==> src/rtl/duck_round_manager.sv <==
// Duck Hunt round bookkeeping: launches ducks, counts shots, times flights, keeps hits and BCD score; all outputs registered, no backpressure.
// Define DUCK_PERFECT_BONUS_EN to add a 1000-point bonus when every duck of the game is hit.
module duck_round_manager #(
    parameter int          SHOTS_PER_DUCK  = 3,
    parameter int          DUCKS_PER_ROUND = 10,
    parameter logic [31:0] FLIGHT_CYCLES   = 32'd150_000_000,
    parameter logic [15:0] POINTS_BCD      = 16'h0500
) (
    input  logic        CLK,
    input  logic        RESET,
    input  logic [1:0]  state,
    input  logic        trigger,
    input  logic        hit,
    output logic        duck_launch,
    output logic        duck_active,
    output logic        duck_hit,
    output logic [1:0]  shots_left,
    output logic [3:0]  duck_num,
    output logic [3:0]  hits,
    output logic [15:0] score,
    output logic        game_over
);

    localparam logic [1:0] SHOTS_INIT = 2'(SHOTS_PER_DUCK);
    localparam logic [3:0] LAST_DUCK  = 4'(DUCKS_PER_ROUND - 1);
    localparam logic [3:0] MAX_HITS   = 4'(DUCKS_PER_ROUND);

    typedef enum logic [2:0] {S_IDLE, S_LAUNCH, S_FLY, S_RESOLVE, S_OVER} st_t;

    st_t         r_st;
    st_t         w_nxt;
    logic        r_trig_q;
    logic [31:0] r_timer;
    logic [1:0]  r_shots;
    logic [3:0]  r_dnum;
    logic [3:0]  r_hits;
    logic [15:0] r_score;
    logic        r_launch;
    logic        r_active;
    logic        r_dhit;
    logic        r_over;

    logic w_start;
    logic w_game;
    logic w_shot;
    logic w_hit_now;
    logic w_timeout;

    // Digit-serial BCD add; any carry out of the top digit pins the result at 9999.
    function automatic logic [15:0] bcd_add_sat(input logic [15:0] a, input logic [15:0] b);
        logic [4:0]  d;
        logic        c;
        logic [15:0] r;
        c = 1'b0;
        r = 16'h0000;
        for (int i = 0; i < 4; i++) begin
            d = {1'b0, a[i*4 +: 4]} + {1'b0, b[i*4 +: 4]} + {4'b0000, c};
            if (d > 5'd9) begin
                d = d + 5'd6;
                c = 1'b1;
            end else begin
                c = 1'b0;
            end
            r[i*4 +: 4] = d[3:0];
        end
        return c ? 16'h9999 : r;
    endfunction

    assign w_start   = (state == 2'b00) || (state == 2'b11);
    assign w_game    = (state == 2'b01);
    assign w_shot    = (r_st == S_FLY) && w_game && trigger && !r_trig_q && (r_shots != 2'd0);
    assign w_hit_now = w_shot && hit;
    assign w_timeout = (r_timer == FLIGHT_CYCLES - 32'd1);

    always_ff @(posedge CLK) begin
        if (RESET) r_st <= S_IDLE;
        else       r_st <= w_nxt;
    end

    always_comb begin
        w_nxt = r_st;
        if (w_start) begin
            w_nxt = S_IDLE;
        end else if (w_game) begin
            case (r_st)
                S_IDLE:    w_nxt = S_LAUNCH;
                S_LAUNCH:  w_nxt = S_FLY;
                // A hit on the escape cycle still resolves through the hit path below.
                S_FLY:     if ((w_shot && (hit || r_shots == 2'd1)) || w_timeout) w_nxt = S_RESOLVE;
                S_RESOLVE: w_nxt = (r_dnum == LAST_DUCK) ? S_OVER : S_LAUNCH;
                S_OVER:    w_nxt = S_OVER;
                default:   w_nxt = S_IDLE;
            endcase
        end
    end

    always_ff @(posedge CLK) begin
        if (RESET) begin
            r_trig_q <= 1'b0;
            r_timer  <= 32'd0;
            r_shots  <= 2'd0;
            r_dnum   <= 4'd0;
            r_hits   <= 4'd0;
            r_score  <= 16'h0000;
            r_launch <= 1'b0;
            r_active <= 1'b0;
            r_dhit   <= 1'b0;
            r_over   <= 1'b0;
        end else begin
            r_trig_q <= trigger;
            if (w_start) begin
                r_timer  <= 32'd0;
                r_shots  <= 2'd0;
                r_dnum   <= 4'd0;
                r_hits   <= 4'd0;
                r_score  <= 16'h0000;
                r_launch <= 1'b0;
                r_active <= 1'b0;
                r_dhit   <= 1'b0;
                r_over   <= 1'b0;
            end else if (w_game) begin
                r_launch <= (w_nxt == S_LAUNCH);
                r_active <= (w_nxt == S_FLY);
                r_over   <= (w_nxt == S_OVER);
                r_dhit   <= w_hit_now;
                case (r_st)
                    S_LAUNCH: begin
                        r_shots <= SHOTS_INIT;
                        r_timer <= 32'd0;
                    end
                    S_FLY: begin
                        r_timer <= r_timer + 32'd1;
                        if (w_shot) r_shots <= r_shots - 2'd1;
                        if (w_hit_now) begin
                            if (r_hits < MAX_HITS) r_hits <= r_hits + 4'd1;
                            r_score <= bcd_add_sat(r_score, POINTS_BCD);
                        end
                    end
                    S_RESOLVE: begin
                        if (r_dnum != LAST_DUCK) begin
                            r_dnum <= r_dnum + 4'd1;
                        end
`ifdef DUCK_PERFECT_BONUS_EN
                        else if (r_hits == MAX_HITS) begin
                            r_score <= bcd_add_sat(r_score, 16'h1000);
                        end
`endif
                    end
                    default: ;
                endcase
            end else begin
                // Done: everything holds; only the one-cycle pulses drop.
                r_launch <= 1'b0;
                r_dhit   <= 1'b0;
            end
        end
    end

    assign duck_launch = r_launch;
    assign duck_active = r_active;
    assign duck_hit    = r_dhit;
    assign shots_left  = r_shots;
    assign duck_num    = r_dnum;
    assign hits        = r_hits;
    assign score       = r_score;
    assign game_over   = r_over;

endmodule

==> config.mk <==
export PLATFORM = sky130hd
export DESIGN_NAME = duck_round_manager
export DESIGN_NICKNAME = d
export VERILOG_FILES = /design/src/rtl/duck_round_manager.sv
export SDC_FILE = /design/constraint.sdc
export NUM_CORES = 1
export LEC_CHECK = 0
export BUFFER_PORTS_ARGS = -buffer_cell sky130_fd_sc_hd__buf_2
export CORE_MARGIN = 5
export CORE_UTILIZATION = 45
export DETAILED_ROUTE_END_ITERATION = 10
export REMOVE_ABC_BUFFERS = 1
export SLEW_MARGIN = 20
export SYNTH_ARGS = -nofsm -noshare
export SYNTH_HDL_FRONTEND = slang
export SYNTH_SLANG_ARGS = --single-unit
==> constraint.sdc <==
create_clock -name CLK -period 4.8 [get_ports CLK]
set_input_delay 0.24 -clock CLK [delete_from_list [all_inputs] [get_ports CLK]]
set_output_delay 0.24 -clock CLK [all_outputs]
set_load 0.02 [all_outputs]
### Word level (Yosys, flattened, before mapping)

Cells that the tools add are included.

| operators by class | value |
|---|---|
| add/subtract/negate cells | 12 |
| $lt $le $gt $ge | 5 |
| equality and inequality tests | 14 |
| mux-type cells | 37 |
| bitwise operators | 1 |
| reduce and logical (&&, ||, !) cells | 23 |

Operator list:

| cell | count |
|---|---|
| case mux 32 bit (2 select lines) | 1 |
| adder 32 x 1 -> 32 bit, second input constant | 1 |
| == test 32 x 28 -> 1 bit, second input constant | 1 |
| 2-to-1 mux 1 bit | 24 |
| adder 4 x 3 -> 4 bit, second input constant | 4 |
| 2-to-1 mux 16 bit | 1 |
| 2-to-1 mux 4 bit | 4 |
| > comparator 5 x 4 -> 1 bit, second input constant | 3 |
| case mux 3 bit (5 select lines) | 1 |
| 2-to-1 mux 3 bit | 4 |
| adder 4 x 1 -> 5 bit | 2 |
| == test 3 x 2 -> 1 bit, second input constant | 3 |
| AND reduction 3 bit | 3 |
| adder 4 x 1 -> 4 bit, second input constant | 2 |
| AND reduction 4 bit | 2 |
| == test 3 x 1 -> 1 bit, second input constant | 2 |
| == test 3 bit, second input constant | 2 |
| logical AND 1 bit | 6 |
| nonzero test 2 bit | 3 |
| adder 4 x 3 -> 5 bit, second input constant | 1 |
| adder 5 x 1 -> 5 bit | 1 |
| == test 2 x 1 -> 1 bit, second input constant | 2 |
| == test 4 bit, second input constant | 1 |
| > comparator 4 bit, second input constant | 1 |
| other kinds (15) | 17 |

| word-level totals | value |
|---|---|
| register bits after elaboration | 66 |
| input bits | 6 |
| output and inout port bits | 30 |
| logic and storage cells | 104 |

### Logic depth before layout (Yosys ltp)

| depth | value |
|---|---|
| word-level depth | 37 |
| depth in mapped cells | 21 |
| mapped depth without buffers | 20 |

### Worst setup path before layout

Ideal clock, no wire load.

| timing | value |
|---|---|
| path kind | register to register |
| from | reg r_score[1], in the netlist score[1] |
| to | reg r_score[9], in the netlist score[9] |
| setup time | 117 ps |
| data arrival time | 4,402 ps |
| required time | 4,683 ps |
| path slack | 281 ps |
| stages on the path, launching flop included | 22 |
| buffers on the path | 1 |
| clock period less this slack | 4,519 ps |
| path through | dfxtp_1 o21ai_0 inv_1 ha_1 ha_1 clkbuf_1 and4b_1 nand2_1 o221ai_1 ha_1 inv_1 ha_1 inv_1 a21oi_1 o32a_1 ha_1 ha_1 nand2b_1 a31oi_1 o31ai_1 nor2_1 a32o_1 |

| on the way | value |
|---|---|
| longest elaborated chain between the ends | 32 |
| elaborated cells between the ends (all ways) | 34 |
| classes of those cells | add/sub: 4; order compare: 4; mux: 26 |

RTL lines:

| element | line | source |
|---|---|---|
| start: declaration | 37 | `logic [15:0] r_score;` |
| start signal: assignment | 136 | `r_score <= bcd_add_sat(r_score, POINTS_BCD);` |
| > comparator 4 bit * | 58 | `if (d > 5'd9) begin` |
| 2-to-1 mux 1 bit * | 58 |  |
| 2-to-1 mux 1 bit * | 134 | `if (w_hit_now) begin` |
| 2-to-1 mux 1 bit * | 126 | `case (r_st)` |
| 2-to-1 mux 1 bit * | 121 | `end else if (w_game) begin` |
| 2-to-1 mux 1 bit * | 111 | `if (w_start) begin` |
| 2-to-1 mux 1 bit * | 98 | `if (RESET) begin` |
| adder 4 x 1 -> 5 bit * | 57 | `d = {1'b0, a[i*4 +: 4]} + {1'b0, b[i*4 +: 4]} + {4'b0000, c};` |
| [... 16 more ...] | - |  |
| > comparator 5 x 4 -> 1 bit | 58 |  |
| 2-to-1 mux 1 bit | 58 |  |
| 2-to-1 mux 1 bit | 134 |  |
| 2-to-1 mux 1 bit | 126 |  |
| 2-to-1 mux 1 bit | 121 |  |
| 2-to-1 mux 1 bit | 111 |  |
| 2-to-1 mux 1 bit | 98 |  |
| 2-to-1 mux 16 bit * | 66 | `return c ? 16'h9999 : r;` |

Every way passes the cells marked *; elsewhere a longest branch is shown, timed or not. The select of a mux whose other input is x is not followed.
A chain may end at the register's enable or synchronous reset.

### Worst setup path in the final report

Ends and elaborated chain as after synthesis.

==> metrics <==
total of max-cap violations 0; final worst path period need roughly 4.4 ns; GPL Wtd Cong between 0.8 and 0.9; Lkg Pwr about 0.0014 µW; TNS Setup 0 ns; first-pass GRT wire length about 15 mm; Placement Rows 33; Final period util 92.4%; PwrDens 244 nW/µm²; CTS H-tree depth 3; IO Count 36; largest cells by area after synthesis dfxtp_1 36%, ha_1 5.4%, a21oi_1 4.9%; Final ANT Viol Nets 0; ant diodes 0; biggest area consumer among synthesized cells dfxtp_1; Yosys cell types between 60 and 70; clock skew 0.0105 ns; Max Slew Vio Count 0; number of register bits inferred by synthesis 66; cells after synthesis 446; drt first-iter violations 114; RSZ-0062 raised after global routing false; Critical Path Source score[1]; Fill cells roughly 840; CP max FO 7; Synth top area share 35.7%; maximum VDD drop 0.124 mV; clk buf depth 2; Worst-Margin Slew 1.02 ns; Synthesis Warnings 0; via count about 3300; Inst Count DP 564; proportion of layout cells with a drive suffix above 1 between 10% and 20%; most frequent cell after synthesis dfxtp_1; Port Buf Inserts 35; Synth async-reset ratio 0%; Syn Area/Cell between 8 and 9 µm²; nets@finish slightly below 500; Setup crit end kind register; drt pass-1 iters 4; final setup violation count 0; die area 10100 µm²; Seq/Total Area, Yosys a little over a third; Chip Width approximately 100 µm; outcome finished, final reports clean; vias in the first global route about 3200; Hold WC Path Type in2reg; HPWL Detailed ~5.8 mm; reg2reg start score[1]; critical path data required time around 5.0 ns; startpoint class of the critical path register; Post-synth EDFFs 0; final non-filler cell total 579; CTS Buf Count 9; CP arrival 4.66 ns; Vias/cell approximately 5.8; Post CTS Setup Buffer Count 0; antenna violations before repair 0; clk_lat worst skew approximately 0.33 ns; CTS Sinks between 60 and 70; grt total ovfl 0; top_reg_cell synth dfxtp_1; largest net degree at the start of global routing 43; most instantiated cells after synthesis 66 x dfxtp_1, 43 x nor2_1, 38 x nand2_1; Slew headroom 32.0%; final hold vios 0; CTS root buffer clkbuf_8; Post-Synthesis Cell Area roughly 3700 µm²; final WL 8.42 mm; Clock Pin Slew Worst Setup and Hold Paths ~0.08 ns; worst hold start RESET; crit path kind reg2reg; die height 101 µm; initial core utilization a little under half; Avg WL per Cell between 10 and 15 µm; DRC viols 0; Core ar. just over 8000 µm²; layout overhead on the synthesized area 11.0%; gr usage total approximately 17%; TritonCTS clock tree yes; Max Freq approximately 230 MHz
-- cells in the final DEF, fill, tap and decap left out, types with 13 or more instances in the layout --
cell type / synthesis / final
buf_2: 3 / 35
dfxtp_1: 66 / 66
inv_1: 17 / 17
nor2_1: 43 / 43
a21oi_1: 36 / 36
nand2_1: 38 / 38
ha_1: 16 / 13
o211ai_1: 13 / 13
or3_1: 13 / 13
nand3_1: 21 / 21
-- path summary, 6_finish.rpt --
path / slack [ns] / depth (start not counted) / endpoint
hold / removal: 0.1 / 2 / r_st[0]
hold reg to reg: 0.47 / 2 / score[0]
setup / recovery: 0.37 / 21 / score[9]
setup reg to reg: 0.37 / 21 / score[9]
-- critical path, stage by stage (launching register included) --
cell	delay, ns
dfxtp_1	0.36
o21ai_2	0.21
inv_1	0.08
ha_1	0.23
ha_2	0.32
nor2_1	0.15
nor2b_1	0.07
o221ai_1	0.17
ha_2	0.24
inv_1	0.05
ha_1	0.34
inv_1	0.13
a21oi_1	0.09
o32a_1	0.33
ha_1	0.26
ha_2	0.37
nand2b_1	0.10
a31oi_1	0.11
o31ai_1	0.22
buf_4	0.20
nor2_1	0.06
a32o_1	0.23
-- what timing repair did --
item,in CTS,in global routing
hold buffers,0,0
hold endpoints to repair,0,0
endpoints found under the setup margin,1,13
resized for setup,1,6
-- cell families (layout without fill, tap and decap cells) --
group	Yosys count	count (layout)	share of synthesized area, %
adders and majority gates	16	16	5.41
buffers and inverters	41	69	4.57
DFF	66	66	35.7
and+or+nand+nor	192	192	29.0
AOI/OAI and AO/OA	112	112	20.3
xor gates and xnor gates	12	12	2.84
muxes	7	7	2.10
-- layer usage --
| layer | wire (µm) | share of wire [%] | track usage, % |
|---|---|---|---|
| met1 | 4030 | 48 | 22.5 |
| met2 | 3950 | 47 | 28.8 |
| met3 | 323 | 3.8 | 2.98 |
| met4 | 107 | 1.3 | 6.01 |
| met5 | 0 | 0 | 0 |
-- per-stage QoR --
stage               area [µm²]  utilization (%)  worst slack, ns  power (µW)  hold WS (ns)
detailed placement        3910             48.4           0.0479         595         0.444
finish                    4100             50.7            0.365        1000        0.0956
global route              4100             50.7           0.0422        1040        0.0859
global placement          3910             48.4            0.259         595         0.444
floorplan                 3590                -            0.305         581         0.312
CTS                       4090             50.5            0.125        1010        0.0825
-- layout make-up --
class,instances,area [µm²],share of cell area (%)
clock inverter,2,12.5,0.305
timing repair buffer,37,190,4.63
multi-input combinational,339,2230,54.2
tap,105,131,3.20
sequential,66,1320,32.2
clock buffer,13,159,3.87
inverter,17,63.8,1.55
-- registers in the layout, indices dropped and copies added, names as in the netlist --
name         flops
duck_hit         1
duck_launch      1
r_trig_q         1
shots_left       2
duck_num         4
hits             4
r_st             3
game_over        1
score           16
duck_active      1
r_timer         32
-- report_power, final --
group          internal [µW]  switching [µW]
clock network            213             206
registers                549            1.41
logic                   7.96            24.3
No activity file was read; power rests on OpenSTA's default activity.
